**config.mk**
```make
export PLATFORM = sky130hd
export DESIGN_NAME = pc_fetch_unit
export DESIGN_NICKNAME = d
export VERILOG_FILES = /design/src/rtl/pc_fetch_unit.sv
export SDC_FILE = /design/constraint.sdc
export NUM_CORES = 1
export LEC_CHECK = 0
export BUFFER_PORTS_ARGS = -buffer_cell sky130_fd_sc_hd__buf_2
export CAP_MARGIN = 20
export CORE_UTILIZATION = 60
export CTS_CLUSTER_DIAMETER = 150
export DETAILED_ROUTE_END_ITERATION = 10
export GPL_ROUTABILITY_DRIVEN = 0
export GPL_TIMING_DRIVEN = 0
export PLACE_DENSITY = 0.79
export SYNTH_ARGS = -nofsm -noshare
export SYNTH_HDL_FRONTEND = slang
export SYNTH_SLANG_ARGS = --single-unit
```
**constraint.sdc**
```tcl
create_clock -name clk -period 21.1 [get_ports clk]
set_clock_uncertainty 0.2 [all_clocks]
set_input_delay 2.11 -clock clk [delete_from_list [all_inputs] [get_ports clk]]
set_output_delay 2.11 -clock clk [all_outputs]
set_load 0.02 [all_outputs]
```
**src/rtl/pc_fetch_unit.sv**
```systemverilog
// Fetch PC register with BTB-based next-PC prediction, EX-driven mispredict
// recovery, halt tracking and a saturating mispredict counter.
module pc_fetch_unit #(
   parameter int unsigned     PC_W        = 16,
   parameter int unsigned     BTB_ENTRIES = 8,
   parameter logic [PC_W-1:0] RESET_PC    = '0,
   parameter int unsigned     CNT_W       = 16
) (
   input  logic             clk,
   input  logic             rst,
   input  logic             stall_i,
   input  logic             hlt_i,
   output logic [PC_W-1:0]  pc_o,
   output logic             pred_taken_o,
   output logic [PC_W-1:0]  pred_next_o,
   input  logic             res_valid_i,
   input  logic             res_is_branch_i,
   input  logic [PC_W-1:0]  res_pc_i,
   input  logic             res_taken_i,
   input  logic [PC_W-1:0]  res_target_i,
   input  logic [PC_W-1:0]  res_pred_next_i,
   output logic             flush_o,
   output logic             halted_o,
   output logic [CNT_W-1:0] mispredict_cnt_o
);

   localparam int unsigned     IDX     = $clog2(BTB_ENTRIES);
   localparam int unsigned     TAG_W   = PC_W - IDX - 1;
   localparam logic [PC_W-1:0] PC_STEP = PC_W'(2);

   typedef enum logic {RUN, HALTED} state_t;

   state_t           state_q;
   logic [PC_W-1:0]  pc_q;
   logic [CNT_W-1:0] cnt_q;

   logic [BTB_ENTRIES-1:0] btb_valid;
   logic [TAG_W-1:0]       btb_tag    [BTB_ENTRIES];
   logic [PC_W-1:0]        btb_target [BTB_ENTRIES];
   logic [1:0]             btb_ctr    [BTB_ENTRIES];

   logic [IDX-1:0]   f_idx;
   logic [TAG_W-1:0] f_tag;
   logic             f_hit;
   logic [IDX-1:0]   r_idx;
   logic [TAG_W-1:0] r_tag;
   logic             r_hit;
   logic [PC_W-1:0]  actual_next;
   logic             mispredict;

   // Fetch-side lookup reads the BTB as it stood before this edge's update.
   always_comb begin
      // NOTE: every always_comb output gets a value on every path (here via
      // unconditional assignments) so no latch is inferred.
      f_idx        = pc_q[IDX:1];
      f_tag        = pc_q[PC_W-1:IDX+1];
      f_hit        = btb_valid[f_idx] && (btb_tag[f_idx] == f_tag);
      pred_taken_o = f_hit && btb_ctr[f_idx][1] && (state_q == RUN);
      pred_next_o  = pred_taken_o ? btb_target[f_idx] : pc_q + PC_STEP;
   end

   always_comb begin
      r_idx       = res_pc_i[IDX:1];
      r_tag       = res_pc_i[PC_W-1:IDX+1];
      r_hit       = btb_valid[r_idx] && (btb_tag[r_idx] == r_tag);
      actual_next = (res_is_branch_i && res_taken_i) ? res_target_i
                                                     : res_pc_i + PC_STEP;
      mispredict  = res_valid_i && (actual_next != res_pred_next_i);
   end

   assign flush_o          = mispredict && !rst;
   assign pc_o             = pc_q;
   assign halted_o         = (state_q == HALTED);
   assign mispredict_cnt_o = cnt_q;

   // PC / halt FSM: a mispredict beats both HALTED and stall.
   always_ff @(posedge clk or posedge rst) begin
      // NOTE: sequential state uses non-blocking assignments so every register
      // samples pre-edge values, regardless of statement order.
      if (rst) begin
         pc_q    <= RESET_PC;
         state_q <= RUN;
         cnt_q   <= '0;
      end else begin
         if (mispredict) begin
            pc_q    <= actual_next;
            state_q <= RUN;
         end else if (state_q == HALTED || stall_i) begin
            pc_q <= pc_q;
         end else if (hlt_i) begin
            state_q <= HALTED;
         end else begin
            pc_q <= pred_next_o;
         end
         if (mispredict && cnt_q != '1) cnt_q <= cnt_q + CNT_W'(1);
      end
   end

   always_ff @(posedge clk or posedge rst) begin
      // NOTE: the BTB array is reset explicitly; valid bits and counters must
      // start known, and tags/targets are cleared too so lookups never see X.
      if (rst) begin
         btb_valid <= '0;
         for (int i = 0; i < BTB_ENTRIES; i++) begin
            btb_tag[i]    <= '0;
            btb_target[i] <= '0;
            btb_ctr[i]    <= 2'b01;
         end
      end else if (res_valid_i) begin
         if (res_is_branch_i) begin
            if (r_hit) begin
               if (res_taken_i) begin
                  if (btb_ctr[r_idx] != 2'b11) btb_ctr[r_idx] <= btb_ctr[r_idx] + 2'd1;
                  btb_target[r_idx] <= res_target_i;
               end else if (btb_ctr[r_idx] != 2'b00) begin
                  btb_ctr[r_idx] <= btb_ctr[r_idx] - 2'd1;
               end
            end else if (res_taken_i) begin
               btb_valid[r_idx]  <= 1'b1;
               btb_tag[r_idx]    <= r_tag;
               btb_target[r_idx] <= res_target_i;
               btb_ctr[r_idx]    <= 2'b10;
            end
         end else if (r_hit) begin
            // Non-branch aliasing onto a live entry: drop the false prediction.
            btb_valid[r_idx] <= 1'b0;
         end
      end
   end

endmodule

```
Word-level counts from Yosys, hierarchy flattened

Index checks and enable logic that the tools add are counted.

Flip-flop bits (word level): 281
Input bits: 55

Add/sub/neg operators: 5
Order comparisons: 6
Eq/ne operators: 9
Mux-type cells: 48
Bitwise logic cells: 10
Reductions and logical operators: 23

Operator list:

| operator                                            | number |
|---|---|
| 2-to-1 mux 16 bit                                   | 13 |
| bitwise mux 128 bit                                 | 1 |
| bitwise mux 96 bit                                  | 1 |
| binary-select mux 12 bit (select 3 bit)             | 2 |
| 2-to-1 mux 12 bit                                   | 5 |
| binary-select mux 16 bit (select 3 bit)             | 1 |
| demux 16 bit (select 3 bit)                         | 1 |
| demux 12 bit (select 3 bit)                         | 1 |
| adder 16 x 2 -> 16 bit (second input constant)      | 2 |
| bitwise mux 16 bit                                  | 2 |
| 2-to-1 mux 8 bit                                    | 4 |
| == test 12 bit                                      | 2 |
| adder 16 x 1 -> 16 bit (second input constant)      | 1 |
| bitwise AND 8 bit                                   | 2 |
| inequality test 16 bit                              | 1 |
| inequality test 16 bit (second input constant)      | 1 |
| inverter 8 bit                                      | 2 |
| bitwise OR 8 bit                                    | 2 |
| binary-select mux 2 bit (select 3 bit)              | 2 |
| logical AND 1 bit                                   | 10 |
| 2-to-1 mux 2 bit                                    | 5 |
| nonzero test 2 bit                                  | 5 |
| >= comparator 4 bit (second input constant)         | 2 |
| < comparator 3 x 4 -> 1 bit (second input constant) | 2 |
| 19 further kinds                                    | 31 |

Depth between registers and ports, before layout

Depth after elaboration: 12
Mapped depth: 14

Least setup slack after synthesis

OpenSTA, ideal clock, no wires.

Path type: input to output
Start: in res_pc_i[3]
End: out flush_o
Arrival: 4.583 ns
Slack: 14.207 ns
Cell stages on the path: 11
Buffers on the path: 3
Cells stage by stage: buf_4 -> nand3_2 -> a311o_1 -> a21oi_1 -> a311oi_1 -> or4_1 -> a211o_1 -> o41ai_2 -> buf_2 -> buf_2 -> nor2_1

Cells in the longest elaborated chain, start to end: 5

RTL lines:

| element                | RTL line | RTL |
|---|---|---|
| start: declaration     | 18       | `input logic [PC_W-1:0] res_pc_i,` |
| adder 16 x 2 -> 16 bit | 67       | `: res_pc_i + PC_STEP;` |
| 2-to-1 mux 16 bit      | 66       | `actual_next = (res_is_branch_i && res_taken_i) ? res_target_i` |
| inequality test 16 bit | 68       | `mispredict = res_valid_i && (actual_next != res_pred_next_i);` |
| logical AND 1 bit      | 68       |  |
| logical AND 1 bit      | 71       | `assign flush_o = mispredict && !rst;` |
| end: declaration       | 22       | `output logic flush_o,` |

No other way between the ends.

Worst setup path in the final report

Start: in res_pc_i[2]
End: out flush_o

The elaborated chain is that of the path after synthesis.

==> metrics <==
status=finished, final reports clean; final setup fails=0; Clock Sinks=281; final worst slack=12.82 ns; Area Growth Syn to Fin=12.3%; Die ar.=27000 um^2; Reg area=7040 um^2; Ports=106; H-Tree Depth=1; Psw=516 uW; Synth Instances=1303; unrepaired setup endpoints after global routing=false; initial antenna violation count=2; area of the multi-input gates=8200 um^2; Final Non-Filler Cells=1789; root buffer cell=clkbuf_16; critical path capture point type=output pin; gr usage total=35.9%; worst min-delay path category=flop to flop; Cell Rows=59; layout cells sized above 1=35.2%; fin crit period=8.28 ns; fin nets=1490; Routed Antenna Nets=0; Critical path buffers and inverters=5; first-pass GRT wire length=71.9 mm; PD cells=93.9 nW/um^2; placed instance count=1732; Reg clk slew, reported paths=0.06 ns; ys async rst share=100%; Comb pwr share=25.2%; max_cap viols=0; fin crit share=39.2%; number of gates resized after CTS=0; final wirelength=47.6 mm; Worst-Skew Late Latency=0.58 ns; Reg2Reg Setup Slack=16.16 ns; Setup CP Type=input pin to output pin; initial DRC count=1427; hpwl dp=33.3 mm; Slowest-stage cell, CP=nor3_1; #FFs+latches synth=281; Hold Crit Endpoint=btb_target[92]$_DFFE_PP0P_; CTS tree=yes; Syn Nets=1363; Reg power frac=42.9%; Critical R2R Capture=pc_o[3]$_DFFE_PP0P_; Slew HR=28.8%; vias in the first global route=12400; pre-CTS WS=13.14 ns; via count=12300; worst vdd ir=0.0000832 V; Pre-antenna DRT Iters=6; crit-path cells=buf_2 > clkinv_1 > nor3_1 > nand3_1 > xor2_1 > o21ai_0 > xor2_1 > o41ai_2 > buf_2 > buf_2 > nor2_1 > buf_2; max-slew violation count=0; Required @ worst endpoint=18.79 ns; Die Y=164 um; DRC=0; core area=26000 um^2; Yosys cell types=66; count of flip-flops with a built-in enable after synthesis=0; Least-Margin Pin Slew=1.06 ns; largest net degree at the start of global routing=131; critical path launch point type=input pin; post-CTS setup buffer count=0; Achievable Freq=0.121 GHz; Synthesis Warnings=0; Setup Total Neg Slack=0 ns; Worst Hold Depth=2; Worst Path Max Fanout=10; Worst Hold Launch=btb_target[92]$_DFFE_PP0P_; leak pwr=0.00787 uW; drt via density=6.85; crit-path max cell delay=0.96 ns; Clk pwr share=31.9%; Layout fillers=1911; most frequent cells in the layout=dfrtp_1 (273), mux2_2 (242), buf_2 (126); final core utilization=68.4%; commonest non-fill, non-tap cell in the layout=dfrtp_1; Final Hold Fails=0; deepest clock path buffer count=3; Die Width=164 um; Crit path top cell by count=buf_2; sequential fraction of the synthesis area=44.5%; CP top delay family=buffers and inverters; r2r startpoint=pc_o[2]$_DFFE_PP0P_; Sw Share=31.0%; Initial Util=60.9%; Port Buffers=91; Worst R2R Path Depth=10; Avg Cell Area, Syn=12.1 um^2; GR Overflow Total=0; total clock buffers created by CTS=30; Primary FF master, synth=dfrtp_1; Arr. time, crit path=5.97 ns; hold_buf cts=0; WL/cell=26.6 um; synthesized cell area=15800 um^2; Pint=1150 uW
-- final cells by class --
| cell class | count | area share, % |
|---|---|---|
| sequential | 281 | 39.6 |
| tap | 335 | 2.36 |
| clock buffer | 43 | 4.89 |
| multi-input combinational | 895 | 46.2 |
| antenna | 1 | 0.0141 |
| inverter | 20 | 0.465 |
| buffer | 107 | 2.84 |
| timing repair buffer | 95 | 2.94 |
| clock inverter | 12 | 0.704 |
-- Yosys cell counts, drive strengths merged, types with 13 or more instances --
cell type	number	share of area, %
inv	19	0.45
mux2i	87	5.7
buf	56	2.0
nand2	69	1.6
nand3	32	1.1
mux2	246	18
nor2	49	1.2
and3	13	0.51
clkbuf	51	1.2
dfrtp	273	43
nor2b	13	0.51
mux4	59	8.4
xor2	37	2.0
xnor2	41	2.3
a21oi	27	0.85
nor3	20	0.63
a22o	14	0.77
o21ai	33	1.0
nand4	13	0.55
a22oi	14	0.66
-- state kept, by name, indices dropped and copies added (netlist names), named ones only --
register,count
btb_ctr,16
mispredict_cnt_o,16
halted_o,1
pc_o,16
btb_tag,96
btb_target,128
-- worst min-delay path, stage by stage, from the launching register on --
cell     delay, ns
dfrtp_1       0.34
nand2_1       0.05
o21ai_0       0.06
-- stage by stage --
| stage | cell area (um^2) | hold WS (ns) | power [uW] |
|---|---|---|---|
| after floorplan | 15800 | 0.245 | 1000 |
| after global placement | 16700 | 0.258 | 1110 |
| after detailed placement | 16800 | 0.268 | 1130 |
| after global routing | 17800 | 0.313 | 1730 |
| final | 17800 | 0.282 | 1670 |
| after CTS | 17800 | 0.281 | 1660 |
-- power groups by stage --
stage / Sequential [uW] / Clock, uW / Combinational [uW]
finish: 716 / 532 / 420
global placement: 714 / 0 / 397
floorplan: 712 / 0 / 288
detailed placement: 721 / 0 / 410
CTS: 712 / 536 / 414
global route: 726 / 557 / 445
-- cell families after synthesis --
logic type                 synth area share (%)
AOI/OAI and AO/OA                          7.61
DFF                                        44.5
adders and majority gates                 0.395
and+or+nand+nor                            7.88
muxes                                      31.6
buffers and inverters                      3.66
xor gates and xnor gates                   4.32
-- layer usage --
metal | track usage, % | up-vias | wire (um)
met5 | 0 | - | 0
met4 | 15.8 | 0 | 2170
met3 | 9.29 | 170 | 5490
met2 | 54.3 | 809 | 21500
met1 | 49.0 | 6187 | 18400
li1 | - | 5086 | -
-- how the worst max path moves through the flow --
stage	from	end	slack, ns	cells after the start
floorplan	rst	asynchronous set/reset pin	11.05	1
finish	res_pc_i[2]	flush_o	12.82	12
CTS	res_pc_i[1]	flush_o	13.12	13
detailed placement	res_pc_i[2]	flush_o	13.14	12
global placement	rst	btb_target[65]$_DFFE_PP0P_	8.07	2
global route	res_pc_i[2]	flush_o	12.71	12
(Power assumes the default switching activity.)
